==> config.mk <==
export PLATFORM = sky130hd
export DESIGN_NAME = id_stage_pipe
export DESIGN_NICKNAME = d
export VERILOG_FILES = /design/src/rtl/id_stage_pipe.sv
export SDC_FILE = /design/constraint.sdc
export NUM_CORES = 1
export LEC_CHECK = 0
export CORE_AREA = 3 3 153 155
export CTS_CLUSTER_SIZE = 25
export DETAILED_ROUTE_END_ITERATION = 10
export DIE_AREA = 0 0 156 158
export PLACE_DENSITY = 0.82
export SYNTH_ARGS = -nofsm -noshare
export SYNTH_HDL_FRONTEND = slang
export SYNTH_SLANG_ARGS = --single-unit
==> constraint.sdc <==
create_clock -name clk -period 9.3 [get_ports clk]
set_input_delay 2.325 -clock clk [delete_from_list [all_inputs] [get_ports clk]]
set_output_delay 2.325 -clock clk [all_outputs]
set_load 0.05 [all_outputs]
==> src/rtl/id_stage_pipe.sv <==
// Elastic MIPS decode stage: decode, RF read and operand bypass, with a load-use interlock and a j/jr redirect.
// Optional feature macro: ID_FWD_EN (EX/MEM bypass); without it, any pending EX/MEM write to a used source stalls.
module id_stage_pipe #(
  parameter int DATA_W = 32,
  parameter int REG_AW = 5
) (
  input  logic              clk,
  input  logic              rst,
  input  logic              in_valid,
  output logic              in_ready,
  input  logic [31:0]       instr,
  input  logic [DATA_W-1:0] pc_in,
  output logic [REG_AW-1:0] rf_raddr0,
  output logic [REG_AW-1:0] rf_raddr1,
  input  logic [DATA_W-1:0] rf_rdata0,
  input  logic [DATA_W-1:0] rf_rdata1,
  input  logic              ex_wr_en,
  input  logic              ex_is_load,
  input  logic [REG_AW-1:0] ex_wr_addr,
  input  logic [DATA_W-1:0] ex_wr_data,
  input  logic              mem_wr_en,
  input  logic [REG_AW-1:0] mem_wr_addr,
  input  logic [DATA_W-1:0] mem_wr_data,
  input  logic              flush,
  output logic              out_valid,
  input  logic              out_ready,
  output logic [DATA_W-1:0] out_op1,
  output logic [DATA_W-1:0] out_op2,
  output logic [DATA_W-1:0] out_imm,
  output logic [4:0]        out_shamt,
  output logic [REG_AW-1:0] out_dest,
  output logic [3:0]        out_alu_func,
  output logic [1:0]        out_mem_op,
  output logic              out_opb_imm,
  output logic [1:0]        out_br_type,
  output logic [DATA_W-1:0] out_br_target,
  output logic              out_illegal,
  output logic              redirect_valid,
  output logic [DATA_W-1:0] redirect_pc
);

  localparam logic [3:0] ALU_NOP = 4'd0, ALU_ADD = 4'd1, ALU_SUB = 4'd2, ALU_AND = 4'd3,
                         ALU_OR  = 4'd4, ALU_XOR = 4'd5, ALU_NOR = 4'd6, ALU_SRA = 4'd7,
                         ALU_SLT = 4'd8;

  logic [5:0]        opcode, funct;
  logic [REG_AW-1:0] rs, rt, rd;
  logic [3:0]        d_alu;
  logic [1:0]        d_mem, d_br;
  logic              d_opb, d_ill, d_zext, use_rs, use_rt, is_j, is_jr;
  logic [REG_AW-1:0] d_dest;
  logic [DATA_W-1:0] simm, d_imm, j_target;

  assign opcode    = instr[31:26];
  assign funct     = instr[5:0];
  assign rs        = REG_AW'(instr[25:21]);
  assign rt        = REG_AW'(instr[20:16]);
  assign rd        = REG_AW'(instr[15:11]);
  assign rf_raddr0 = rs;
  assign rf_raddr1 = rt;

  always_comb begin
    d_alu  = ALU_NOP;
    d_mem  = 2'd0;
    d_br   = 2'd0;
    d_opb  = 1'b0;
    d_ill  = 1'b0;
    d_zext = 1'b0;
    d_dest = '0;
    use_rs = 1'b0;
    use_rt = 1'b0;
    is_j   = 1'b0;
    is_jr  = 1'b0;
    case (opcode)
      6'h00: begin
        use_rs = 1'b1;
        use_rt = 1'b1;
        d_dest = rd;
        case (funct)
          6'h20: d_alu = ALU_ADD;
          6'h22: d_alu = ALU_SUB;
          6'h24: d_alu = ALU_AND;
          6'h25: d_alu = ALU_OR;
          6'h26: d_alu = ALU_XOR;
          6'h27: d_alu = ALU_NOR;
          6'h2a: d_alu = ALU_SLT;
          6'h03: begin d_alu = ALU_SRA; use_rs = 1'b0; end
          6'h08: begin is_jr = 1'b1; use_rt = 1'b0; d_dest = '0; end
          default: begin d_ill = 1'b1; use_rs = 1'b0; use_rt = 1'b0; d_dest = '0; end
        endcase
      end
      6'h08: begin d_alu = ALU_ADD; d_opb = 1'b1; use_rs = 1'b1; d_dest = rt; end
      6'h0a: begin d_alu = ALU_SLT; d_opb = 1'b1; use_rs = 1'b1; d_dest = rt; end
      6'h0c: begin d_alu = ALU_AND; d_opb = 1'b1; use_rs = 1'b1; d_dest = rt; d_zext = 1'b1; end
      6'h0d: begin d_alu = ALU_OR;  d_opb = 1'b1; use_rs = 1'b1; d_dest = rt; d_zext = 1'b1; end
      6'h0e: begin d_alu = ALU_XOR; d_opb = 1'b1; use_rs = 1'b1; d_dest = rt; d_zext = 1'b1; end
      6'h23: begin d_alu = ALU_ADD; d_opb = 1'b1; use_rs = 1'b1; d_dest = rt; d_mem = 2'd1; end
      6'h2b: begin d_alu = ALU_ADD; d_opb = 1'b1; use_rs = 1'b1; use_rt = 1'b1; d_mem = 2'd2; end
      // Branches drive a subtract so EX can compare rs against rt (or against zero for bgtz).
      6'h04: begin d_alu = ALU_SUB; d_br = 2'd1; use_rs = 1'b1; use_rt = 1'b1; end
      6'h05: begin d_alu = ALU_SUB; d_br = 2'd2; use_rs = 1'b1; use_rt = 1'b1; end
      6'h07: begin d_alu = ALU_SUB; d_br = 2'd3; use_rs = 1'b1; end
      6'h02: is_j = 1'b1;
      default: d_ill = 1'b1;
    endcase
  end

  assign simm     = {{(DATA_W-16){instr[15]}}, instr[15:0]};
  assign d_imm    = d_zext ? {{(DATA_W-16){1'b0}}, instr[15:0]} : simm;
  assign j_target = {pc_in[DATA_W-1:28], instr[25:0], 2'b00};

  logic [1:0][REG_AW-1:0] src_addr;
  logic [1:0][DATA_W-1:0] src_rdata;
  logic [1:0][DATA_W-1:0] src_val;
  logic [1:0]             src_use;
  logic [1:0]             src_haz;

  assign src_addr  = {rt, rs};
  assign src_rdata = {rf_rdata1, rf_rdata0};
  assign src_use   = {use_rt, use_rs};

  genvar gi;
  generate
    for (gi = 0; gi < 2; gi++) begin : g_src
`ifdef ID_FWD_EN
      // Youngest producer wins; a load still in EX has no data yet and is caught by the interlock.
      assign src_val[gi] = (src_addr[gi] == '0) ? '0 :
                           (ex_wr_en  && ex_wr_addr  == src_addr[gi]) ? ex_wr_data  :
                           (mem_wr_en && mem_wr_addr == src_addr[gi]) ? mem_wr_data :
                           src_rdata[gi];
      assign src_haz[gi] = src_use[gi] && (src_addr[gi] != '0) &&
                           ex_wr_en && ex_is_load && (ex_wr_addr == src_addr[gi]);
`else
      assign src_val[gi] = (src_addr[gi] == '0) ? '0 : src_rdata[gi];
      assign src_haz[gi] = src_use[gi] && (src_addr[gi] != '0) &&
                           ((ex_wr_en  && ex_wr_addr  == src_addr[gi]) ||
                            (mem_wr_en && mem_wr_addr == src_addr[gi]));
`endif
    end
  endgenerate

  logic hazard, slot_free, accept;

  assign hazard         = |src_haz;
  assign slot_free      = !out_valid || out_ready;
  assign in_ready       = flush || (slot_free && !hazard);
  assign accept         = in_valid && slot_free && !hazard && !flush;
  assign redirect_valid = accept && (is_j || is_jr);
  assign redirect_pc    = is_jr ? src_val[0] : j_target;

  always_ff @(posedge clk or negedge rst) begin
    if (!rst) begin
      out_valid     <= 1'b0;
      out_op1       <= '0;
      out_op2       <= '0;
      out_imm       <= '0;
      out_shamt     <= '0;
      out_dest      <= '0;
      out_alu_func  <= '0;
      out_mem_op    <= '0;
      out_opb_imm   <= 1'b0;
      out_br_type   <= '0;
      out_br_target <= '0;
      out_illegal   <= 1'b0;
    end else if (flush) begin
      out_valid <= 1'b0;
    end else if (accept) begin
      out_valid     <= 1'b1;
      out_op1       <= src_val[0];
      out_op2       <= src_val[1];
      out_imm       <= d_imm;
      out_shamt     <= instr[10:6];
      out_dest      <= d_dest;
      out_alu_func  <= d_alu;
      out_mem_op    <= d_mem;
      out_opb_imm   <= d_opb;
      out_br_type   <= d_br;
      out_br_target <= pc_in + (simm << 2);
      out_illegal   <= d_ill;
    end else if (slot_free) begin
      out_valid <= 1'b0;
    end
  end

endmodule

==> results.cfg <==
[floorplan]
die_x_um = 156
start_util = 0.3506
core.rowCount = 54
io_pins = 403
coreArea_mm2 = 0.02196
dieArea_mm2 = 0.02465
die_h_um = 158

[worst_setup_path]
r2r_cells = 5
path_depth = 8
crit_path_top_delay_cell = clkdlybuf4s50_1
end_kind = output port
worstPathArrival_ns = 5.79
crit_chain = clkdlybuf4s50_1 -> buf_4 -> nor4b_1 -> nor3b_1 -> nand2_2 -> buf_4 -> o21ai_0 -> clkdlybuf4s50_1
worstPathMaxFanout = 39
worst-path-buf-inv = 4
worst_path_largest_cell_delay_ns = 0.87
worst_ep_required_time_ns = 6.98
critPathKind = primary input to output port
cpLargestDelayFamily = buffers and inverters
crit_path_start_kind = primary input

[yosys]
synth_top_area_share = 0.4193
synthesis.instances = 903
synth_nets = 1143
ys_async_sr_fraction = 1.000
synth_cell_types = 60
ys_ff_latch = 129
synth_commonest_cells = 233 x nand2_1, 139 x o21ai_0, 129 x dfrtp_1
synthXorXnorAreaFrac = 0.05347
synth_top_family_by_area = simple AND/OR/NAND/NOR gates
synthSimpleGateAreaFrac = 0.1924
synthTopCellsByArea = dfrtp_1 42%, nand2_1 11%, o21ai_0 9.0%
synth.cell_area_mm2 = 0.007699
synth_most_common_cell = nand2_1
synth_top_area_cell = dfrtp_1
synth_flop_cell = dfrtp_1
synth_compound_area_frac = 0.1858
synth_mux_area_frac = 0.03462
synth.avg_cell_area_um2 = 8.526
seq_area_frac_synth = 0.4193
synthAdderAreaFrac = 0.04973
yosys_warnings = 0
synth_edf_count = 0

[clock_network]
post_cts_buffers = 0
holdBufCountCts = 0
cts_inserted_buffers = 17
clk_pin_slew_worst_paths_ns = 0.06
htree_levels = 4
cts_sinks = 129
clock-root-buffer = clkbuf_16
cts_resized = 0
clk_path_buf_depth = 2
clk_latency_ns = 0.42
cts_tree = built

[detailed_routing]
dr.pass1.iters = 5
ant_nets = 0
vias_per_cell = 5.117
drt_iter0_drc = 423
vias = 7593
avgRoutedWirePerCell_um = 17.78
drt_wl_total_mm = 26.39
drc_errors = 0

[global_route]
grt_pass1_wl_mm = 39.63
grt_pass1_vias = 7426
grt_max_degree = 244
antenna_found_initial = 1
track_usage = 0.2039
grt.overflow.total = 0

[cells_and_area]
final_util = 0.5325
drive_gt1_frac = 0.05814
finalNetCount = 1432
area_growth_pct = 51.89
finalInstanceArea_mm2 = 0.01169
antennaDiodeCount = 0
filler_cell_count = 1930

[sta]
setup_ws_ns = 1.185
hold_viol = 0
drv_slew = 0
max_freq_ghz = 0.1232
rsz0062_at_grt = false
period_share = 0.8726
period_needed_ns = 8.115
worst_slew_pin_slew_ns = 0.9005
setup_viol = 0
clock_skew_ns = 0.01253
slew_headroom = 0.3996
tns_ns = 0

[placement]
hpwl_mm = 19.52
pre_cts_ws_ns = 1.176
io_buffers = 337
place.gp.congestion = 0.8587
postPlaceCellArea_mm2 = 0.01106

[outcome]
status = finished, final reports clean

[job]
max_cap_viol_count = 0

[power_and_ir_drop]
p_per_area_mw_per_mm2 = 208.7
peakVddDrop_uv = 104.4
power_leakage_nw = 5.132
power_w = 0.002441

[hold_path]
holdPathStages = 2
min_path_type = register to register
final cells by class:
| class | instances | area, um2 | share of cell area |
|---|---|---|---|
| clock buffer | 17 | 425.4 | 0.03638 |
| inverter | 10 | 37.54 | 0.003210 |
| multi-input combinational | 686 | 3978 | 0.3401 |
| timing repair buffer | 348 | 3470 | 0.2967 |
| tap | 280 | 350.3 | 0.02996 |
| sequential | 129 | 3228 | 0.2761 |
| clock inverter | 14 | 205.2 | 0.01755 |
tightest hold or removal path: cells and delay by family, from the launching register on:
family,cells,cell delay (ns)
DFF,1,0.34
AOI/OAI and AO/OA,1,0.06
and+or+nand+nor,1,0.05
cells in the final DEF, fill, tap and decap left out, types with 7 or more instances in the layout:
master           Yosys  routed
nor3_1              12      12
xor2_1              15      15
nand2_1            233     231
nand4_1              9       9
dfrtp_1            129     129
ha_1                29      29
clkdlybuf4s50_1      0     336
a22oi_1              7       7
buf_4               33      10
xnor2_1             32      32
nand3_1             12      12
mux2_2              18      18
inv_1               10      10
a31oi_1              8       8
a21o_1              17      17
clkbuf_16            0      17
nand2b_1             8       8
nor2_1              32      32
o21ai_0            139     139
a21oi_1             35      35
where the power goes:
part / switching (W) / leakage, nW / internal [W] / total, W
sequential: 0.0000518 / 1.61 / 0.000654 / 0.000706
combinational: 0.000654 / 3.22 / 0.000346 / 0.00100
clock: 0.000282 / 0.306 / 0.000453 / 0.000735
per-layer routing:
metal,track usage,vias to the layer above,part of all wire
li1,-,3690,-
met1,0.2501,3556,0.42
met2,0.3579,313,0.50
met3,0.05167,34,0.070
met4,0.05425,0,0.017
met5,0,-,0
final timing paths:
kind | startpoint | endpoint | slack [ns]
max | instr[2] | redirect_pc[22] | 1.18
min | out_br_target[11]$_DFFE_PN0P_ | out_br_target[11]$_DFFE_PN0P_ | 0.48
max reg2reg | out_valid$_DFFE_PN0P_ | out_imm[8]$_DFFE_PN0P_ | 7.21
min reg2reg | out_br_target[11]$_DFFE_PN0P_ | out_br_target[11]$_DFFE_PN0P_ | 0.48
max in group asynchronous | rst | out_op2[9]$_DFFE_PN0P_ | 6.09
min in group asynchronous | rst | out_op2[4]$_DFFE_PN0P_ | 1.88
state kept, by name (all words and copies together) (netlist names):
| register | count |
|---|---|
| out_imm | 17 |
| out_br_target | 32 |
| out_mem_op | 2 |
| out_br_type | 2 |
| out_opb_imm | 1 |
| out_dest | 5 |
| out_op2 | 32 |
| out_alu_func | 4 |
| out_op1 | 32 |
| out_valid | 1 |
| out_illegal | 1 |
per-stage QoR:
stage	hold WS, ns	std cells
6_report	0.4779	1484
5_1_grt	0.5007	1484
4_1_cts	0.4822	1484
3_5_place_dp	0.4692	1453
3_3_place_gp	0.4605	1453
2_1_floorplan	0.7412	903
logic make-up after synthesis:
logic type                 after synthesis
and+or+nand+nor                        339
AOI/OAI and AO/OA                      246
DFF                                    129
buffers and inverters                   88
xor gates and xnor gates                47
adders and majority gates               30
muxes                                   24
Power figures use the tool's default switching activity.
